--- src/rtl/trace_pkg.sv ---
// trace_pkg: shared trace entry layout and wrap-mode encodings for the execution trace buffer
package trace_pkg;
   localparam int PC_W = 16;
   localparam int STATE_W = 2;
   localparam int INSTR_W = 32;
   localparam int TS_W = 32;
   localparam int WRAP_STOP = 0;
   localparam int WRAP_OVERWRITE = 1;
   typedef struct packed {
      logic [PC_W-1:0]    pc;
      logic [STATE_W-1:0] state;
      logic [INSTR_W-1:0] instr;
      logic [TS_W-1:0]    stamp;
   } trace_entry_t;
endpackage

--- src/rtl/trace_ring_mem.sv ---
// trace_ring_mem: DEPTH x WIDTH register array, one write port and one combinational read port
module trace_ring_mem #(
   parameter int WIDTH = 82,
   parameter int DEPTH = 16
) (
   input  logic                     clock,
   input  logic                     we,
   input  logic [$clog2(DEPTH)-1:0] waddr,
   input  logic [WIDTH-1:0]         wdata,
   input  logic [$clog2(DEPTH)-1:0] raddr,
   output logic [WIDTH-1:0]         rdata
);
   logic [WIDTH-1:0] mem [DEPTH];
   always_ff @(posedge clock)
      if (we) mem[waddr] <= wdata;
   assign rdata = mem[raddr];
endmodule

--- src/rtl/exec_trace_buffer.sv ---
// exec_trace_buffer: records PC/state changes with a cycle stamp into a circular FWFT buffer
module exec_trace_buffer
   import trace_pkg::*;
#(
   parameter int PC_WIDTH    = PC_W,
   parameter int STATE_WIDTH = STATE_W,
   parameter int INSTR_WIDTH = INSTR_W,
   parameter int TS_WIDTH    = TS_W,
   parameter int DEPTH       = 16,
   parameter int WRAP_MODE   = WRAP_STOP
) (
   input  logic                       clock,
   input  logic                       reset,
   input  logic                       enable,
   input  logic                       clear,
   input  logic [PC_WIDTH-1:0]        pc_i,
   input  logic [STATE_WIDTH-1:0]     state_i,
   input  logic [INSTR_WIDTH-1:0]     instr_i,
   output logic                       rd_valid,
   input  logic                       rd_ready,
   output logic [PC_WIDTH-1:0]        rd_pc,
   output logic [STATE_WIDTH-1:0]     rd_state,
   output logic [INSTR_WIDTH-1:0]     rd_instr,
   output logic [TS_WIDTH-1:0]        rd_stamp,
   output logic [$clog2(DEPTH+1)-1:0] count,
   output logic                       full,
   output logic                       overflow,
   output logic [15:0]                drop_count
);
   localparam int AW = $clog2(DEPTH);
   localparam int CW = $clog2(DEPTH+1);
   localparam int EW = PC_WIDTH + STATE_WIDTH + INSTR_WIDTH + TS_WIDTH;
   logic [AW-1:0]          wr_ptr, rd_ptr;
   logic [TS_WIDTH-1:0]    stamp;
   logic [PC_WIDTH-1:0]    last_pc;
   logic [STATE_WIDTH-1:0] last_state;
   logic                   primed, ev, pop, push, lost, ovw, we;
   logic [EW-1:0]          rdata;
   assign rd_valid = count != '0;
   assign full = count == CW'(DEPTH);
   assign {rd_pc, rd_state, rd_instr, rd_stamp} = rdata;
   // a full buffer still accepts an event when the same cycle pops, so nothing is lost
   always_comb begin
      ev   = enable && (!primed || pc_i != last_pc || state_i != last_state);
      pop  = rd_valid && rd_ready;
      push = ev && (!full || pop);
      lost = ev && full && !pop;
      ovw  = lost && (WRAP_MODE == WRAP_OVERWRITE);
      we   = reset && !clear && (push || ovw);
   end
   always_ff @(posedge clock) begin
      if (!reset || clear) begin
         stamp      <= '0;
         wr_ptr     <= '0;
         rd_ptr     <= '0;
         count      <= '0;
         overflow   <= 1'b0;
         drop_count <= '0;
         primed     <= 1'b0;
         last_pc    <= '0;
         last_state <= '0;
      end else begin
         stamp <= stamp + TS_WIDTH'(1);
         if (ev) begin
            primed     <= 1'b1;
            last_pc    <= pc_i;
            last_state <= state_i;
         end
         if (push || ovw) wr_ptr <= wr_ptr + AW'(1);
         if (pop || ovw) rd_ptr <= rd_ptr + AW'(1);
         count <= count + CW'(push) - CW'(pop);
         if (lost) begin
            overflow   <= 1'b1;
            drop_count <= drop_count + 16'(drop_count != 16'hFFFF);
         end
      end
   end
   trace_ring_mem #(.WIDTH(EW), .DEPTH(DEPTH)) u_mem (
      .clock(clock),
      .we(we),
      .waddr(wr_ptr),
      .wdata({pc_i, state_i, instr_i, stamp}),
      .raddr(rd_ptr),
      .rdata(rdata)
   );
endmodule
--- config.mk ---
export PLATFORM = sky130hd
export DESIGN_NAME = exec_trace_buffer
export DESIGN_NICKNAME = d
export VERILOG_FILES = /design/src/rtl/trace_pkg.sv /design/src/rtl/trace_ring_mem.sv /design/src/rtl/exec_trace_buffer.sv
export SDC_FILE = /design/constraint.sdc
export NUM_CORES = 1
export LEC_CHECK = 0
export ABC_AREA = 0
export ABC_CLOCK_PERIOD_IN_PS = 7300
export BUFFER_PORTS_ARGS = -buffer_cell sky130_fd_sc_hd__buf_2
export CAP_MARGIN = 20
export CORE_MARGIN = 2
export CORE_UTILIZATION = 56
export DETAILED_ROUTE_END_ITERATION = 16
export PLACE_DENSITY = 0.81
export REMOVE_ABC_BUFFERS = 1
export SYNTH_ARGS = -nofsm -noshare
export SYNTH_HDL_FRONTEND = slang
export SYNTH_SLANG_ARGS = --single-unit
--- constraint.sdc ---
create_clock -name clock -period 7.3 [get_ports clock]
set_clock_uncertainty 0.1 [all_clocks]
set_input_delay 0.365 -clock clock [delete_from_list [all_inputs] [get_ports clock]]
set_output_delay 0.365 -clock clock [all_outputs]
set_load 0.01 [all_outputs]
==> impl_metrics.yaml, run 1 <==
status:
  outcome: "completed"
layout:
  final_core_util: 0.6416
  layout_commonest_cell: "edfxtp_1"
  syn_to_final_growth_pct: 13.98
  nNetsFinal: 2629
  seqCellArea_mm2: 0.04111
  fin_area_mm2: 0.06077
  multi_input_area_mm2: 0.01165
  nFillCells: 5910
  layout-drive-gt1-share: 0.3135
  final_cell_mix: "1,312 x edfxtp_1, 385 x mux4_2, 160 x buf_2"
  antenna_cells: 0
  fin_cells: 3935
place:
  hpwl_mm: 59.81
  io_buffers: 160
  dpl.cell_count: 3631
  post-place-ws_ns: 2.575
  placed_area_mm2: 0.05560
  place_congestion: 0.7750
grt:
  antenna_found_initial: 5
  grt-ovfl-total: 0
  grt_pass1_vias: 27080
  grt_max_degree: 110
  grt_pass1_wl_mm: 181.7
  grt.total_usage: 0.2567
critical_path:
  slowest_delay_ns: 0.93
  r2r-end: "u_mem.mem[9][37]"
  rrSetupSlack_ns: 3.22
  path_depth: 4
  crit_path_end_kind: "output port"
  path_max_fanout: 48
  ff2ff_path_depth: 9
  crit_end: "rd_stamp[21]"
  crit_chain: "buf_4, mux4_2, mux4_2, buf_2"
  worst_path_max_delay_cell: "dfxtp_4"
  criticalPathCategory: "flop to output port"
  cpLargestDelayFamily: "multiplexers"
  cp_num_buf_inv: 2
  crit_arrival_ns: 3.93
  start_kind: "flop"
  cp_data_required_time_ns: 6.84
  reg2reg_from: "last_pc[14]"
  cp_common_cell: "mux4_2"
routing:
  routed_wl_mm: 123.5
  drc: 0
  wl_per_cell_um: 31.38
  via_per_inst: 6.590
  drt-initial-drc-count: 3617
  postRouteAntennaNets: 0
  firstDrtPassIters: 5
  vias: 25930
clock_network:
  clk_pin_slew_ns: 0.06
  root_buffer: "clkbuf_16"
  cts.sinks: 1397
  post_cts_resized: 0
  clock_latency_ns: 0.73
  cts_buffers: 137
  cts_buffer_depth: 3
  cts_tree: "yes"
  cts_max_level: 4
timing:
  hold_violations: 0
  rsz0062_at_grt: "false"
  fmax_ghz: 0.2275
  period_minus_slack_ns: 4.395
  slew_headroom: 0.2464
  max_slew.worst_pin.slew_ns: 1.130
  setup_viol: 0
  maxSlewViolCount: 0
  timing.final.ws_setup_ns: 2.905
  period_share: 0.6021
synth:
  ys_seq_area_frac: 0.7708
  synth_top_area_cell: "edfxtp_1"
  yosysTopAreaCellShare: 0.7389
  synth_edf_count: 1312
  synth_cell_types: 45
  ys_ff_latch: 1397
  synthArstFlopShare: 0
  synth_area_mm2: 0.05332
  synthTopCellsByArea: "edfxtp_1 74%, mux4_2 16%, dfxtp_1 3.2%"
  ys_warn_count: 0
  synthCells: 2268
  avgSynthCellArea_um2: 23.51
  synthFlopType: "edfxtp_1"
floorplanning:
  die_w_um: 312.6
  dieArea_mm2: 0.09770
  core_area_mm2: 0.09473
  dieHeight_um: 312.6
  initial_core_util: 0.5629
  rows: 113
  pin_count: 161
pwr:
  p_leak_nw: 18.58
  p_per_area_mw_per_mm2: 276.3
  p_total_mw: 16.79
  ir_drop_uv: 223.4
run:
  maxCapViolations: 0
min_path:
  min_path_type: "primary input to flop"
-- Yosys cell counts, drive strengths merged, types with 7 or more instances --
| master | count |
|---|---|
| xnor2 | 37 |
| xor2 | 27 |
| nand2 | 34 |
| clkbuf | 45 |
| edfxtp | 1312 |
| nand4 | 18 |
| mux4 | 410 |
| nor3 | 7 |
| a2111oi | 8 |
| a21oi | 10 |
| dfxtp | 85 |
| and3 | 8 |
| nand3 | 20 |
| inv | 12 |
| mux2i | 20 |
| ha | 13 |
| nor2 | 93 |
| buf | 66 |
-- metrics by stage --
step                setup TNS [ns]  hold slack (ns)
floorplan                  -927.76           0.3376
finish                           0          0.07170
global route                     0          0.07323
detailed placement               0           0.3603
global placement                 0           0.3534
CTS                              0          0.03103
-- cell type report --
type,instances,area share
well taps,1265,0.02604
clock inverters,73,0.01338
repair buffers,264,0.02977
inverters,12,0.0007412
multi-input cells,748,0.1917
clock buffers,176,0.06183
flip-flops and latches,1397,0.6765
-- cell families after synthesis --
logic type,Yosys count,synth area share
flip-flops,1397,0.7708
multiplexers,430,0.1787
AND/OR/NAND/NOR,204,0.01849
buffers and inverters,123,0.01277
XOR/XNOR,64,0.01051
AO/OA/AOI/OAI,36,0.005280
adder cells (fa/ha/maj),14,0.003426
-- sequential cells by signal, indices dropped and copies added (netlist names), named ones only --
signal and flops:
last_pc 16, rd_ptr 4, stamp 32, u_mem.mem 1312, count 5, wr_ptr 4
primed 1, last_state 2, drop_count 16, overflow 1
-- per-layer routing --
layer  routed length [um]  track usage  vias to the layer above
li1                     -            -                    10200
met1                46250       0.3567                    13750
met2                62810       0.4225                     1725
met3                11110      0.04340                      250
met4                 3292      0.08428                        4
met5                   27            0                        -
-- power breakdown --
part / internal, mW / total (mW) / switching [mW] / leakage [nW]
Clock: 4.13 / 7.13 / 3.00 / 2.23
Sequential: 8.74 / 8.78 / 0.0410 / 12.3
Combinational: 0.436 / 0.881 / 0.446 / 4.06
-- tightest hold or removal path: stages --
cell	delay, ns
buf_2	0.08
nor2b_1	0.03
buf_4	0.20
nand2_1	0.10
mux2i_1	0.06
-- timing repair --
action | 4_1_cts | 5_1_grt
hold buffers | 52 | 0
hold endpoints to repair | 814 | 0
setup buffers | 0 | 0
-- worst min path at each step --
stage / from / to / slack, ns / depth (start not counted)
after global routing: clear / drop_count[1] / 0.07 / 5
after CTS: clear / drop_count[1] / 0.03 / 5
after floorplan: primed / primed / 0.34 / 2
final: clear / drop_count[1] / 0.07 / 5
after detailed placement: overflow / overflow / 0.36 / 2
after global placement: overflow / overflow / 0.35 / 2
Note: power is estimated with default switching activity, not from simulation.
==> run 2, diff against run 1 <==
Settings changed: ABC_CLOCK_PERIOD_IN_PS 7300 to 3600.
Clock period 7.3 ns to 3.6 ns, I/O delays scaled along.
==> impl_metrics.yaml, run 2 (synthesis results as in run 1) <==
layout:
  syn_to_final_growth_pct: 14.61
  nNetsFinal: 2659
  layout_commonest_cell: "edfxtp_1"
  layout-drive-gt1-share: 0.3125
  largest-register: "u_mem.mem"
  multi_input_area_mm2: 0.01165
  fin_area_mm2: 0.06111
  nFillCells: 5738
  top_regs: "u_mem.mem x1312, stamp x32"
  largest_reg_flops: 1312
  seqCellArea_mm2: 0.04111
  final_cell_mix: "1,312 x edfxtp_1, 385 x mux4_2, 160 x buf_2"
timing:
  slew_headroom: 0.4738
  hold_violations: 0
  rsz0062_at_grt: "false"
  timing.final.ws_setup_ns: 0.2323
  setup_viol: 0
  fmax_ghz: 0.2969
  period_minus_slack_ns: 3.368
  max_slew.worst_pin.slew_ns: 0.7882
  maxSlewViolCount: 0
  period_share: 0.9355
place:
  hpwl_mm: 61.52
  place_congestion: 0.7955
  io_buffers: 160
  post-place-ws_ns: 0.3582
  placed_area_mm2: 0.05629
routing:
  vias: 26160
  drt-initial-drc-count: 3695
  drc: 0
  firstDrtPassIters: 5
  routed_wl_mm: 129.0
  postRouteAntennaNets: 0
  wl_per_cell_um: 32.60
  via_per_inst: 6.611
critical_path:
  cp_data_required_time_ns: 3.32
  crit_arrival_ns: 3.09
  path_max_fanout: 44
  criticalPathCategory: "flop to output port"
  start_kind: "flop"
  crit_path_end_kind: "output port"
pwr:
  ir_drop_uv: 449.6
  swShare: 0.2137
  pwr-share-seq: 0.533
  combPwrFrac: 0.058
  power_switching_mw: 7.119
  p_per_area_mw_per_mm2: 545.1
  p_leak_nw: 18.62
  pwr-share-clk: 0.408
  p_int_mw: 26.19
floorplanning:
  die_w_um: 312.6
  initial_core_util: 0.5629
  dieArea_mm2: 0.09770
  pin_count: 161
  rows: 113
  core_area_mm2: 0.09473
  dieHeight_um: 312.6
clock_network:
  cts_buffers: 136
  clock_latency_ns: 0.75
  cts.sinks: 1397
  cts_tree: "yes"
  clk_pin_slew_ns: 0.06
  cts_buffer_depth: 3
  root_buffer: "clkbuf_16"
  cts_max_level: 4
grt:
  grt-ovfl-total: 0
  grt_pass1_wl_mm: 183.9
  grt_pass1_vias: 27010
  antenna_found_initial: 6
  grt.total_usage: 0.2624
  grt_max_degree: 83
run:
  maxCapViolations: 0
min_path:
  min_path_type: "primary input to flop"
status:
  outcome: "completed"
[run 2: power by group through the flow]
| stage | clock, mW | combinational [mW] | sequential [mW] |
|---|---|---|---|
| 3_5_place_dp | 0 | 1.85 | 18.1 |
| 3_3_place_gp | 0 | 1.80 | 18.1 |
| 5_1_grt | 14.3 | 2.08 | 17.8 |
| 2_1_floorplan | 0 | 1.49 | 18.3 |
| 6_report | 13.6 | 1.95 | 17.8 |
| 4_1_cts | 13.7 | 1.93 | 17.8 |
[run 2: per-layer routing]
metal	vias up	wire length, um	GRT usage
met5	-	45	0
met4	6	4020	0.09711
met3	253	11510	0.05707
met2	1766	66830	0.4344
met1	13850	46580	0.3477
li1	10290	-	-
[run 2: repair_timing]
item	CTS	global route
hold buffers	54	1
resized for setup	0	1
hold endpoints to repair	835	20
endpoints found under the setup margin	0	2
buffers inserted	0	6
[run 2: final timing paths]
check	endpoint	startpoint	cells after the start	slack, ns
max	rd_state[1]	flop	5	0.23
max reg2reg	u_mem.mem[2][27]	count[2]	7	0.38
min	flop	rd_ready	5	0.24
min reg2reg	primed	primed	2	0.39
[run 2: worst max-delay path, stage by stage, from the launching register on]
cell and delay (ns):
dfxtp_4 0.47, buf_12 0.16, buf_12 0.29, mux4_1 0.62, mux4_2 0.54, buf_2 0.18
[run 2: layout make-up]
type | instances | area share
Antenna cell | 1 | 0.00004095
Clock buffer | 179 | 0.05983
Clock inverter | 60 | 0.008579
Inverter | 12 | 0.0007371
Multi-Input combinational cell | 748 | 0.1907
Sequential cell | 1397 | 0.6728
Tap cell | 1265 | 0.02590
Timing Repair Buffer | 295 | 0.04142
[run 2: metrics by stage]
stage / instances / hold WS, ns / util / TNS (ns) / power [mW]
final: 3957 / 0.2415 / 0.6451 / 0 / 33.31
after global routing: 3956 / 0.2607 / 0.6451 / 0 / 34.15
after global placement: 3655 / 0.3473 / 0.5943 / 0 / 19.90
after CTS: 3948 / 0.01451 / 0.6441 / 0 / 33.40
after detailed placement: 3655 / 0.3736 / 0.5943 / 0 / 19.97
after floorplan: 2157 / 0.1789 / - / -4734.26 / 19.82
